--- src/rtl/filter_out_capture.sv ---
// rtl/filter_out_capture.sv - Captures filter output once per sample period into a FIFO read port
//
// Purpose: counts clk30x cycles, strobes every DEC cycles while a frame runs,
// sign-extends yout to 32 bits and pushes it into a DEPTH-entry circular FIFO.
// After N captures the block drains the FIFO and reports done.
// Optional feature macro: FILTER_SKIP_EN (drop the first SKIP strobes of each frame).
//
// Ports:
//   clk30x     in   system clock, rising edge
//   rst_n      in   asynchronous active-low reset
//   start      in   one-cycle pulse, starts a frame from IDLE or DONE
//   yout       in   16-bit two's complement filter output
//   rd_valid   out  FIFO head valid
//   rd_data    out  FIFO head, sign-extended yout
//   rd_ready   in   consumer accepts head
//   busy       out  frame running or draining
//   done       out  frame complete
//   overflow   out  sticky, a capture was dropped on a full FIFO
//   sample_cnt out  captures counted this frame (0..N)

module filter_out_capture #(
    parameter int DEC   = 30,
    parameter int N     = 4096,
    parameter int DEPTH = 16,
    parameter int AW    = 4,
    parameter int SKIP  = 2,
    localparam int CW   = $clog2(N) + 1,
    localparam int PW   = (DEC > 1) ? $clog2(DEC) : 1
) (
    input  logic          clk30x,
    input  logic          rst_n,
    input  logic          start,
    input  logic [15:0]   yout,
    output logic          rd_valid,
    output logic [31:0]   rd_data,
    input  logic          rd_ready,
    output logic          busy,
    output logic          done,
    output logic          overflow,
    output logic [CW-1:0] sample_cnt
);

    typedef enum logic [1:0] {S_IDLE, S_RUN, S_DRAIN, S_DONE} state_t;

    state_t        state, state_nxt;
    logic [PW-1:0] phase;
    logic [31:0]   mem [DEPTH];
    logic [AW-1:0] wr_ptr, rd_ptr;
    logic [AW:0]   count;

    logic strobe, push_req, pop, full, push_ok, drop, start_ok;

    assign start_ok = start && (state == S_IDLE || state == S_DONE);
    assign strobe   = (state == S_RUN) && (phase == PW'(DEC - 1));

`ifdef FILTER_SKIP_EN
    localparam int SW = $clog2(SKIP + 1) + 1;
    logic [SW-1:0] skip_cnt;
    logic          skipping;

    // Leading strobes of a frame only advance the skip counter.
    assign skipping = (skip_cnt < SW'(SKIP));
    assign push_req = strobe && !skipping;

    always_ff @(posedge clk30x or negedge rst_n) begin
        if (!rst_n)
            skip_cnt <= '0;
        else if (start_ok)
            skip_cnt <= '0;
        else if (strobe && skipping)
            skip_cnt <= skip_cnt + SW'(1);
    end
`else
    assign push_req = strobe;
`endif

    assign full     = (count == (AW+1)'(DEPTH));
    assign rd_valid = (count != '0);
    assign rd_data  = rd_valid ? mem[rd_ptr] : 32'h0;
    assign pop      = rd_valid && rd_ready;
    // A pop in the same cycle frees the slot the push needs.
    assign push_ok  = push_req && (!full || pop);
    assign drop     = push_req && full && !pop;

    always_comb begin
        state_nxt = state;
        busy      = 1'b0;
        done      = 1'b0;
        case (state)
            S_IDLE: begin
                if (start) state_nxt = S_RUN;
            end
            S_RUN: begin
                busy = 1'b1;
                if (push_req && sample_cnt == CW'(N - 1)) state_nxt = S_DRAIN;
            end
            S_DRAIN: begin
                busy = 1'b1;
                if (count == '0) state_nxt = S_DONE;
            end
            S_DONE: begin
                done = 1'b1;
                if (start) state_nxt = S_RUN;
            end
            default: state_nxt = S_IDLE;
        endcase
    end

    always_ff @(posedge clk30x or negedge rst_n) begin
        if (!rst_n) begin
            state      <= S_IDLE;
            phase      <= '0;
            sample_cnt <= '0;
            overflow   <= 1'b0;
        end else begin
            state <= state_nxt;
            if (start_ok) begin
                phase      <= '0;
                sample_cnt <= '0;
                overflow   <= 1'b0;
            end else begin
                if (state == S_RUN)
                    phase <= strobe ? '0 : phase + PW'(1);
                // Dropped samples still count so the frame length stays N.
                if (push_req)
                    sample_cnt <= sample_cnt + CW'(1);
                if (drop)
                    overflow <= 1'b1;
            end
        end
    end

    always_ff @(posedge clk30x or negedge rst_n) begin
        if (!rst_n) begin
            wr_ptr <= '0;
            rd_ptr <= '0;
            count  <= '0;
        end else begin
            if (push_ok) wr_ptr <= wr_ptr + AW'(1);
            if (pop)     rd_ptr <= rd_ptr + AW'(1);
            case ({push_ok, pop})
                2'b10:   count <= count + (AW+1)'(1);
                2'b01:   count <= count - (AW+1)'(1);
                default: count <= count;
            endcase
        end
    end

    // Storage needs no reset: rd_data is masked while the FIFO is empty.
    always_ff @(posedge clk30x) begin
        if (push_ok)
            mem[wr_ptr] <= {{16{yout[15]}}, yout};
    end

endmodule

--- config.mk ---
export PLATFORM = sky130hd
export DESIGN_NAME = filter_out_capture
export DESIGN_NICKNAME = d
export VERILOG_FILES = /design/src/rtl/filter_out_capture.sv
export SDC_FILE = /design/constraint.sdc
export NUM_CORES = 1
export LEC_CHECK = 0
export ABC_AREA = 1
export BUFFER_PORTS_ARGS = -buffer_cell sky130_fd_sc_hd__clkbuf_2
export CAP_MARGIN = 20
export CORE_MARGIN = 3
export CORE_UTILIZATION = 42
export DETAILED_ROUTE_END_ITERATION = 8
export GPL_TIMING_DRIVEN = 0
export SYNTH_ARGS = -nofsm -noshare
export SYNTH_HDL_FRONTEND = slang
export SYNTH_SLANG_ARGS = --single-unit
--- constraint.sdc ---
create_clock -name clk30x -period 3.08 [get_ports clk30x]
set_clock_uncertainty 0.05 [all_clocks]
set_input_delay 0.308 -clock clk30x [delete_from_list [all_inputs] [get_ports clk30x]]
set_output_delay 0.308 -clock clk30x [all_outputs]
set_load 0.03 [all_outputs]
==> flow_metrics.env, run 1 <==
export IMPL_grt_max_degree=35
export IMPL_grt_pass1_vias=8204
export IMPL_synth_fp_nets=1005
export IMPL_drive_gt1_frac=0.221
export IMPL_hold_viol_final=0
export IMPL_drt_iter0_markers=882
export IMPL_syn2layout_area_growth_pct=22.3
export IMPL_synth_top_area_cell="edfxtp_1"
export IMPL_status="finished clean"
export IMPL_min_delay_path_depth=3
export IMPL_crit_buf_inv=6
export IMPL_cts_tree="built"
export IMPL_htreeDepth=1
export IMPL_cts_clk_slew_worst_paths_ps=60
export IMPL_numCtsBuffers=30
export IMPL_grt_pass1_wl_um=49900
export IMPL_nets=1136
export IMPL_r2r_end="mem[13][1]$_DFFE_PP_"
export IMPL_dieArea_sq_um=30700
export IMPL_cp_cell_sequence="buf_6 > inv_6 > buf_8 > clkbuf_16 > buf_4 > o21ai_0 > o22ai_1 > o21ai_0 > a21oi_1 > clkbuf_2"
export IMPL_port_buffers=68
export IMPL_hpwlAfterDp_um=22300
export IMPL_post_route_period_util=0.995
export IMPL_worstHoldStart="rd_ready"
export IMPL_r2r_slack_ps=390
export IMPL_r2r_start="state[1]$_DFFE_PN0P_"
export IMPL_routabilityCongestion=0.862
export IMPL_hold_worst_slack_ps=82.2
export IMPL_start_util=0.429
export IMPL_routed_wl_um=33800
export IMPL_fin_tns_setup_ps=0
export IMPL_syn_area_per_cell_sq_um=12.4
export IMPL_cp_data_arrival_time_ps=2710
export IMPL_max_stage_delay_ps=460
export IMPL_path_delay_family="buffers and inverters"
export IMPL_ios=69
export IMPL_antenna_left=0
export IMPL_max_cap_violations=0
export IMPL_cts_root_buf="clkbuf_16"
export IMPL_layout_commonest_cell="edfxtp_1"
export IMPL_yosysWarnings=0
export IMPL_power_total_mw=14.9
export IMPL_clk_latency_ps=550
export IMPL_core_region_area_sq_um=28000
export IMPL_worstSetupPathType="flip-flop to output port"
export IMPL_hold_path_end="rd_ptr[2]$_DFFE_PN0P_"
export IMPL_synth_seq_cells=290
export IMPL_vias_per_cell=5.62
export IMPL_die_x_um=175
export IMPL_r2r_cells=9
export IMPL_cp_end_kind="output port"
export IMPL_die_height_um=175
export IMPL_power_density_nw_per_um2=1010
export IMPL_vdd_ir_drop_max_uv=553
export IMPL_ys_types=34
export IMPL_tightest_slew_ps=855
export IMPL_synth_area_sq_um=12000
export IMPL_slew_viol_final=0
export IMPL_rows=61
export IMPL_startpoint_type="flip-flop"
export IMPL_drc=0
export IMPL_layoutNonFillerInstCount=1500
export IMPL_diodes=0
export IMPL_ys_seq_area_frac=0.711
export IMPL_startpoint="rd_ptr[0]$_DFFE_PN0P_"
export IMPL_cts_sinks=290
export IMPL_clk_path_buf_depth=3
export IMPL_first_pass_iters=5
export IMPL_hp_class="primary input to flip-flop"
export IMPL_final_cell_mix="edfxtp_1 (256), nor2_1 (165), o21ai_0 (148), clkbuf_2 (63), nand2_1 (51)"
export IMPL_grt_overflow=0
export IMPL_yosys_top_cells_area="edfxtp_1 (64%), dfrtp_1 (7.1%), o21ai_0 (6.3%)"
export IMPL_crit_top_cell="o21ai_0"
export IMPL_track_usage=0.217
export IMPL_antenna_found_initial=0
export IMPL_placedCellCount=1434
export IMPL_max_freq_ghz=0.326
export IMPL_min_period_ps=3060
export IMPL_yosys_area_top_type_share=0.640
export IMPL_leakage_nw=5.29
export IMPL_num_vias=8435
export IMPL_crit_fanout=7
export IMPL_cp_slowest_cell="dfrtp_2"
export IMPL_setup_violations=0
export IMPL_synth_cells=971
export IMPL_required_ps=2720
export IMPL_max_slew_margin_rel=0.430
export IMPL_wire_per_inst_um=22.6
-- worst reg2reg max path, delay by kind of cell, from the launching register on --
family | cells | cell delay (ps)
simple gates | 5 | 1350
flops | 1 | 420
buf+inv | 3 | 380
fa+ha+maj | 1 | 200
-- registers in the layout, summed over array words and instances, names as in the netlist --
| name | flops |
|---|---|
| wr_ptr | 4 |
| phase | 5 |
| sample_cnt | 13 |
| mem | 256 |
| overflow | 1 |
| rd_ptr | 4 |
| state | 2 |
| count | 5 |
-- per-stage QoR --
stage	setup slack (ps)	util	cell area [sq um]
after floorplan	63.6	-	12000
after global placement	-1140	0.458	12800
after detailed placement	-408	0.472	13200
after CTS	13.7	0.516	14500
after global routing	-36.4	0.525	14700
final	16.1	0.525	14700
-- cell usage after synthesis --
cell type  count
a21boi_0       1
a21oi_1       31
and3_1         1
buf_2         16
buf_4         18
clkbuf_1      35
clkinv_1       1
dfrtp_1       34
edfxtp_1     256
ha_1          14
inv_1         41
inv_2          2
nand2_1       51
nand2_2        2
nand2_4        1
nand3_1       36
nand3_2        2
nand3b_1       1
nand4_1        5
nor2_1       180
nor2_2         2
nor3_1         8
nor3_2         1
nor3_4         1
nor3b_1        1
nor3b_2        1
nor4_2         1
o211ai_1       1
o21a_1         1
o21ai_0      151
o21ai_1        1
o221ai_1      48
o22ai_1       17
xor2_1         9
-- per-layer routing --
| layer | track usage | routed length (um) | up-vias |
|---|---|---|---|
| met1 | 0.296 | 13900 | 4122 |
| met4 | 0.0957 | 1450 | 0 |
| met3 | 0.0352 | 2770 | 98 |
| met2 | 0.343 | 15700 | 403 |
| met5 | 0 | 0 | - |
| li1 | - | - | 3812 |
-- logic make-up (layout without fill, tap and decap cells) --
logic type	after synthesis	in the layout	synth area share
AND/OR/NAND/NOR	294	294	0.104
adder cells (fa/ha/maj)	14	14	0.0146
flip-flops	290	290	0.711
AO/OA/AOI/OAI	251	251	0.122
buffers and inverters	113	264	0.0426
XOR/XNOR	9	9	0.00656
-- how the worst max path moves through the flow --
stage / depth (start not counted) / to / slack (ps)
2_1_floorplan: 9 / rd_data[16] / 60
3_3_place_gp: 8 / mem[15][11]$_DFFE_PP_ / -1140
3_5_place_dp: 10 / rd_data[17] / -410
4_1_cts: 9 / rd_data[20] / 10
5_1_grt: 9 / rd_data[28] / -40
6_report: 10 / rd_data[2] / 20
-- power breakdown --
group | switching [mW] | total (mW) | internal (mW)
Sequential | 0.120 | 4.50 | 4.38
Combinational | 4.35 | 6.73 | 2.38
Clock | 1.46 | 3.64 | 2.18
Total | 5.93 | 14.9 | 8.94
-- final cells by class --
| class | count | area, sq um |
|---|---|---|
| tap | 378 | 473 |
| clock inverter | 13 | 169 |
| inverter | 44 | 175 |
| timing repair buffer | 101 | 912 |
| sequential | 290 | 8540 |
| clock buffer | 39 | 815 |
| multi-input combinational | 568 | 3090 |
| buffer | 67 | 526 |
| fill | 2435 | 13300 |
-- what timing repair did --
action / CTS / global route
pin swaps: 4 / 4
setup buffers: 3 / 8
resized for setup: 86 / 62
gates cloned: 0 / 3
hold endpoints to repair: 35 / 0
hold buffers: 2 / 0
endpoints found under the setup margin: 32 / 34
No activity file was read; power rests on OpenSTA's default activity.
==> run 2: changes to the inputs <==
==> constraint.sdc (replaced) <==
create_clock -name clk30x -period 2.8 [get_ports clk30x]
set_clock_uncertainty 0.05 [all_clocks]
set_input_delay 0.28 -clock clk30x [delete_from_list [all_inputs] [get_ports clk30x]]
set_output_delay 0.28 -clock clk30x [all_outputs]
set_load 0.03 [all_outputs]
==> flow_metrics.env, run 2 (synthesis results as in run 1) <==
export IMPL_status="finished, violations left"
export IMPL_violations="negative setup slack"
export IMPL_vdd_ir_drop_max_uv=673
export IMPL_drc=0
export IMPL_cts_tree="built"
export IMPL_worstHoldStart="rd_ready"
export IMPL_min_period_ps=2920
export IMPL_multi_input_area_sq_um=3430
export IMPL_r2r_end="mem[2][3]$_DFFE_PP_"
export IMPL_post_route_period_util=1.04
export IMPL_grt_max_degree=35
export IMPL_htreeDepth=1
export IMPL_final_cell_area_sq_um=15400
export IMPL_dp_slack_ps=-432
export IMPL_dpl_cell_area_sq_um=13100
export IMPL_grt_pass1_vias=8151
export IMPL_fin_tns_setup_ps=-2510
export IMPL_dieArea_sq_um=30700
export IMPL_top_layer_used="met4"
export IMPL_final_seq_area_sq_um=8540
export IMPL_core_region_area_sq_um=28000
export IMPL_cp_data_arrival_time_ps=2590
export IMPL_drt_iter0_markers=857
export IMPL_antenna_left=0
export IMPL_r2r_start="state[1]$_DFFE_PN0P_"
export IMPL_wire_per_inst_um=22.3
export IMPL_track_usage=0.218
export IMPL_tightest_slew_ps=857
export IMPL_die_x_um=175
export IMPL_cts_clk_slew_worst_paths_ps=60
export IMPL_die_height_um=175
export IMPL_nets=1149
export IMPL_fillers=2277
export IMPL_grt_pass1_wl_um=50700
export IMPL_hpwlAfterDp_um=22100
export IMPL_r2r_slack_ps=170
export IMPL_hold_viol_final=0
export IMPL_numCtsBuffers=31
export IMPL_placedCellCount=1433
export IMPL_num_vias=8390
export IMPL_syn2layout_area_growth_pct=28.5
export IMPL_startpoint_type="flip-flop"
export IMPL_cts_root_buf="clkbuf_16"
export IMPL_max_slew_margin_rel=0.429
export IMPL_wl_met1_um=14300
export IMPL_layout_commonest_cell="edfxtp_1"
export IMPL_first_pass_iters=5
export IMPL_final_cell_mix="edfxtp_1 (256), nor2_1 (159), o21ai_0 (132), nand2_1 (51), clkbuf_2 (50)"
export IMPL_hold_worst_slack_ps=44.4
export IMPL_rows=61
export IMPL_met2_length_um=16000
export IMPL_largest_register="mem"
export IMPL_min_delay_path_depth=3
export IMPL_setup_violations=30
export IMPL_clk_latency_ps=550
export IMPL_r2r_cells=9
export IMPL_rsz0062_at_grt="yes"
export IMPL_ios=69
export IMPL_largest_reg_flops=256
export IMPL_max_cap_violations=0
export IMPL_leakage_nw=5.52
export IMPL_start_util=0.429
export IMPL_met3_length_um=2750
export IMPL_max_freq_ghz=0.342
export IMPL_layout_top_registers="mem x256, sample_cnt x13"
export IMPL_power_density_nw_per_um2=1170
export IMPL_routed_wl_um=33900
export IMPL_crit_fanout=8
export IMPL_hp_class="primary input to flip-flop"
export IMPL_layoutNonFillerInstCount=1518
export IMPL_slew_viol_final=0
export IMPL_required_ps=2470
export IMPL_setup_ws_ps=-121
export IMPL_cp_end_kind="output port"
export IMPL_routabilityCongestion=0.858
export IMPL_port_buffers=68
export IMPL_grt_overflow=0
export IMPL_hold_path_end="rd_ptr[2]$_DFFE_PN0P_"
export IMPL_vias_per_cell=5.53
export IMPL_cts_sinks=290
export IMPL_worstSetupPathType="flip-flop to output port"
export IMPL_drive_gt1_frac=0.276
export IMPL_clk_path_buf_depth=3
export IMPL_antenna_found_initial=0
run 2: cell count changes in the layout (fill, tap and decap cells not counted), moves of 8 or more:
cell / before / now
o221ai_1: 44 / 33
nor2_4: 0 / 15
o21ai_0: 148 / 132
buf_6: 13 / 21
nor2_2: 17 / 8
o221ai_2: 4 / 15
buf_8: 10 / 40
nand3_1: 34 / 26
o21ai_2: 0 / 12
clkbuf_2: 63 / 50
a21oi_1: 26 / 16
run 2: cell type report:
class | instances | area share
antenna | 1 | 0.000162
buffer | 66 | 0.0382
clock buffer | 36 | 0.0514
clock inverter | 21 | 0.0149
inverter | 44 | 0.0112
multi-input combinational | 568 | 0.222
sequential | 290 | 0.553
tap | 378 | 0.0306
timing repair buffer | 114 | 0.0783
run 2: worst max path at each step:
| stage | slack [ps] | cells after the start | end | startpoint |
|---|---|---|---|---|
| final | -120 | 11 | rd_data[3] | rd_ptr[0]$_DFFE_PN0P_ |
| after global routing | -210 | 9 | rd_data[24] | rd_ptr[1]$_DFFE_PN0P_ |
| after CTS | -150 | 13 | rd_data[28] | rd_ptr[0]$_DFFE_PN0P_ |
| after detailed placement | -430 | 10 | rd_data[16] | rd_ptr[0]$_DFFE_PN0P_ |
| after global placement | -830 | 8 | mem[11][10]$_DFFE_PP_ | state[1]$_DFFE_PN0P_ |
| after floorplan | 220 | 9 | rd_data[16] | rd_ptr[0]$_DFFE_PN0P_ |
run 2: layer usage:
metal,vias to the layer above,global-route usage
met5,-,0
met2,353,0.350
li1,3842,-
met4,0,0.0642
met3,55,0.0367
met1,4140,0.307
run 2: worst max-delay path, stage by stage, from the launching register on:
cell and delay, ps:
dfrtp_2 440, buf_6 150, inv_4 60, buf_8 140, buf_4 120, buf_8 100, buf_4 160, nor2_1 50
o221ai_1 220, nand3_1 170, a21oi_4 220, clkbuf_8 180
run 2: power breakdown:
part           internal [mW]  switching [mW]  total (mW)
combinational           3.68            5.28        8.95
sequential              4.82           0.122        4.94
clock                   2.48            1.66        4.14
run 2: per-stage QoR:
step,util,total power [mW]
3_3_place_gp,0.458,11.3
2_1_floorplan,-,9.22
3_5_place_dp,0.469,11.4
5_1_grt,0.551,18.7
6_report,0.551,18.0
4_1_cts,0.538,17.4
run 2: repair_timing:
action                                  in CTS  in global routing
endpoints found under the hold margin       35                  0
gates resized for setup                    205                 98
hold buffers                                 2                  0
setup buffers                               17                 10
gates cloned                                 3                  0
endpoints found under the setup margin      74                221
pin swaps                                   27                 29
==> run 3: changes to the inputs <==
--- a/config.mk
+++ b/config.mk
@@ -12,6 +12,7 @@
 export CORE_UTILIZATION = 42
 export DETAILED_ROUTE_END_ITERATION = 8
 export GPL_TIMING_DRIVEN = 0
+export RECOVER_POWER = 100
 export SYNTH_ARGS = -nofsm -noshare
 export SYNTH_HDL_FRONTEND = slang
 export SYNTH_SLANG_ARGS = --single-unit
==> flow_metrics.env, run 3 (synthesis results as in run 1) <==
export IMPL_status="finished, violations left"
export IMPL_violations="max-capacitance violations, max-slew violations, negative setup slack"
export IMPL_hold_worst_slack_ps=36.3
export IMPL_die_height_um=175
export IMPL_core_region_area_sq_um=28000
export IMPL_clk_latency_ps=560
export IMPL_final_cell_mix="edfxtp_1 (256), nor2_1 (162), o21ai_0 (133), nand2_1 (53), inv_1 (41)"
export IMPL_drc=0
export IMPL_antenna_found_initial=0
export IMPL_max_freq_ghz=0.341
export IMPL_hpwlAfterDp_um=22100
export IMPL_layout_commonest_cell="edfxtp_1"
export IMPL_routed_wl_um=34000
export IMPL_wire_per_inst_um=22.4
export IMPL_layoutNonFillerInstCount=1518
export IMPL_grt_pass1_vias=8151
export IMPL_max_stage_delay_ps=510
export IMPL_hold_viol_final=0
export IMPL_placedCellCount=1433
export IMPL_max_cap_violations=1
export IMPL_startpoint="rd_ptr[0]$_DFFE_PN0P_"
export IMPL_worstHoldStart="rd_ready"
export IMPL_grt_pass1_wl_um=50700
export IMPL_vias_per_cell=5.56
export IMPL_startpoint_type="flip-flop"
export IMPL_layout_top_registers="mem x256, sample_cnt x13"
export IMPL_drt_iter0_markers=935
export IMPL_dp_slack_ps=-432
export IMPL_cts_sinks=290
export IMPL_port_buffers=68
export IMPL_dpl_cell_area_sq_um=13100
export IMPL_cts_root_buf="clkbuf_16"
export IMPL_cts_clk_slew_worst_paths_ps=60
export IMPL_required_ps=2470
export IMPL_antenna_left=0
export IMPL_nets=1149
export IMPL_start_util=0.429
export IMPL_syn2layout_area_growth_pct=27.1
export IMPL_routabilityCongestion=0.858
export IMPL_numCtsBuffers=31
export IMPL_track_usage=0.218
export IMPL_cts_tree="built"
export IMPL_r2r_start="state[1]$_DFFE_PN0P_"
export IMPL_ios=69
export IMPL_rows=61
export IMPL_power_density_nw_per_um2=1180
export IMPL_hp_class="primary input to flip-flop"
export IMPL_cp_end_kind="output port"
export IMPL_dieArea_sq_um=30700
export IMPL_cp_data_arrival_time_ps=2600
export IMPL_grt_max_degree=35
export IMPL_clk_path_buf_depth=3
export IMPL_htreeDepth=1
export IMPL_slew_viol_final=35
export IMPL_min_period_ps=2930
export IMPL_first_pass_iters=5
export IMPL_cp_slowest_cell="buf_1"
export IMPL_drive_gt1_frac=0.237
export IMPL_grt_overflow=0
export IMPL_max_slew_margin_rel=-0.241
export IMPL_leakage_nw=5.37
export IMPL_die_x_um=175
export IMPL_largest_reg_flops=256
export IMPL_post_route_period_util=1.05
export IMPL_cp_cell_sequence="buf_1 > o21ai_0 > o221ai_1 > nand3_4 > a21oi_4 > buf_8"
export IMPL_final_cell_area_sq_um=15300
export IMPL_worstSetupPathType="flip-flop to output port"
export IMPL_setup_violations=30
export IMPL_crit_buf_inv=2
export IMPL_crit_fanout=10
export IMPL_tightest_slew_ps=1860
export IMPL_num_vias=8437
export IMPL_rsz0062_at_grt="yes"
export IMPL_path_delay_family="compound AO/OA/AOI/OAI gates"
export IMPL_setup_ws_ps=-134
export IMPL_vdd_ir_drop_max_uv=673
export IMPL_largest_register="mem"
-- run 3: path summary, 6_finish.rpt --
check                                                  end  slack [ps]  depth (start not counted)
worst min register to register  sample_cnt[11]$_DFFE_PN0P_         440                          1
worst max register to register         mem[2][3]$_DFFE_PP_          40                          9
min in group asynchronous             state[1]$_DFFE_PN0P_         720                          2
worst min-delay path                 rd_ptr[2]$_DFFE_PN0P_          40                          3
max in group asynchronous            rd_ptr[0]$_DFFE_PN0P_         770                          2
worst max-delay path                            rd_data[5]        -130                          6
-- run 3: timing repair --
| action | in CTS | in global routing |
|---|---|---|
| pin swaps | 27 | 29 |
| endpoints found under the setup margin | 74 | 221 |
| hold buffers | 2 | 0 |
| endpoints found under the hold margin | 35 | 0 |
| setup buffers | 17 | 10 |
| resized for setup | 205 | 98 |
| gates cloned | 3 | 0 |
-- run 3: area by class of cell --
cell class / count / area (sq um)
sequential: 290 / 8540
clock inverter: 21 / 230
tap: 378 / 473
inverter: 44 / 173
fill: 2307 / 12700
timing repair buffer: 114 / 1110
multi-input combinational: 568 / 3360
buffer: 66 / 589
antenna: 1 / 2.50
clock buffer: 36 / 795
-- run 3: worst reg2reg max path: cells and delay by family, from the launching register on --
family	cells	cell delay [ps]
fa+ha+maj	1	220
simple gates	5	1400
flops	1	410
buf+inv	3	380
-- run 3: per-stage QoR --
stage                     TNS (ps)  utilization  power, mW
after floorplan                  0            -       9.22
after global placement     -175310        0.458       11.3
after detailed placement     -9480        0.469       11.4
after CTS                    -4130        0.538       17.4
after global routing        -10560        0.545       18.7
final                        -2700        0.545       18.0
-- run 3: where the power goes --
group,switching [mW],internal (mW),total (mW)
clock,1.66,2.48,4.14
sequential,0.123,4.82,4.94
combinational,5.29,3.66,8.95
total,7.07,11.0,18.0
-- run 3: metal layers --
metal | vias to the layer above | share of wire | track usage
li1 | 3842 | - | -
met1 | 4182 | 0.42 | 0.307
met2 | 362 | 0.47 | 0.350
met3 | 51 | 0.081 | 0.0367
met4 | 0 | 0.027 | 0.0642
met5 | - | 0 | 0
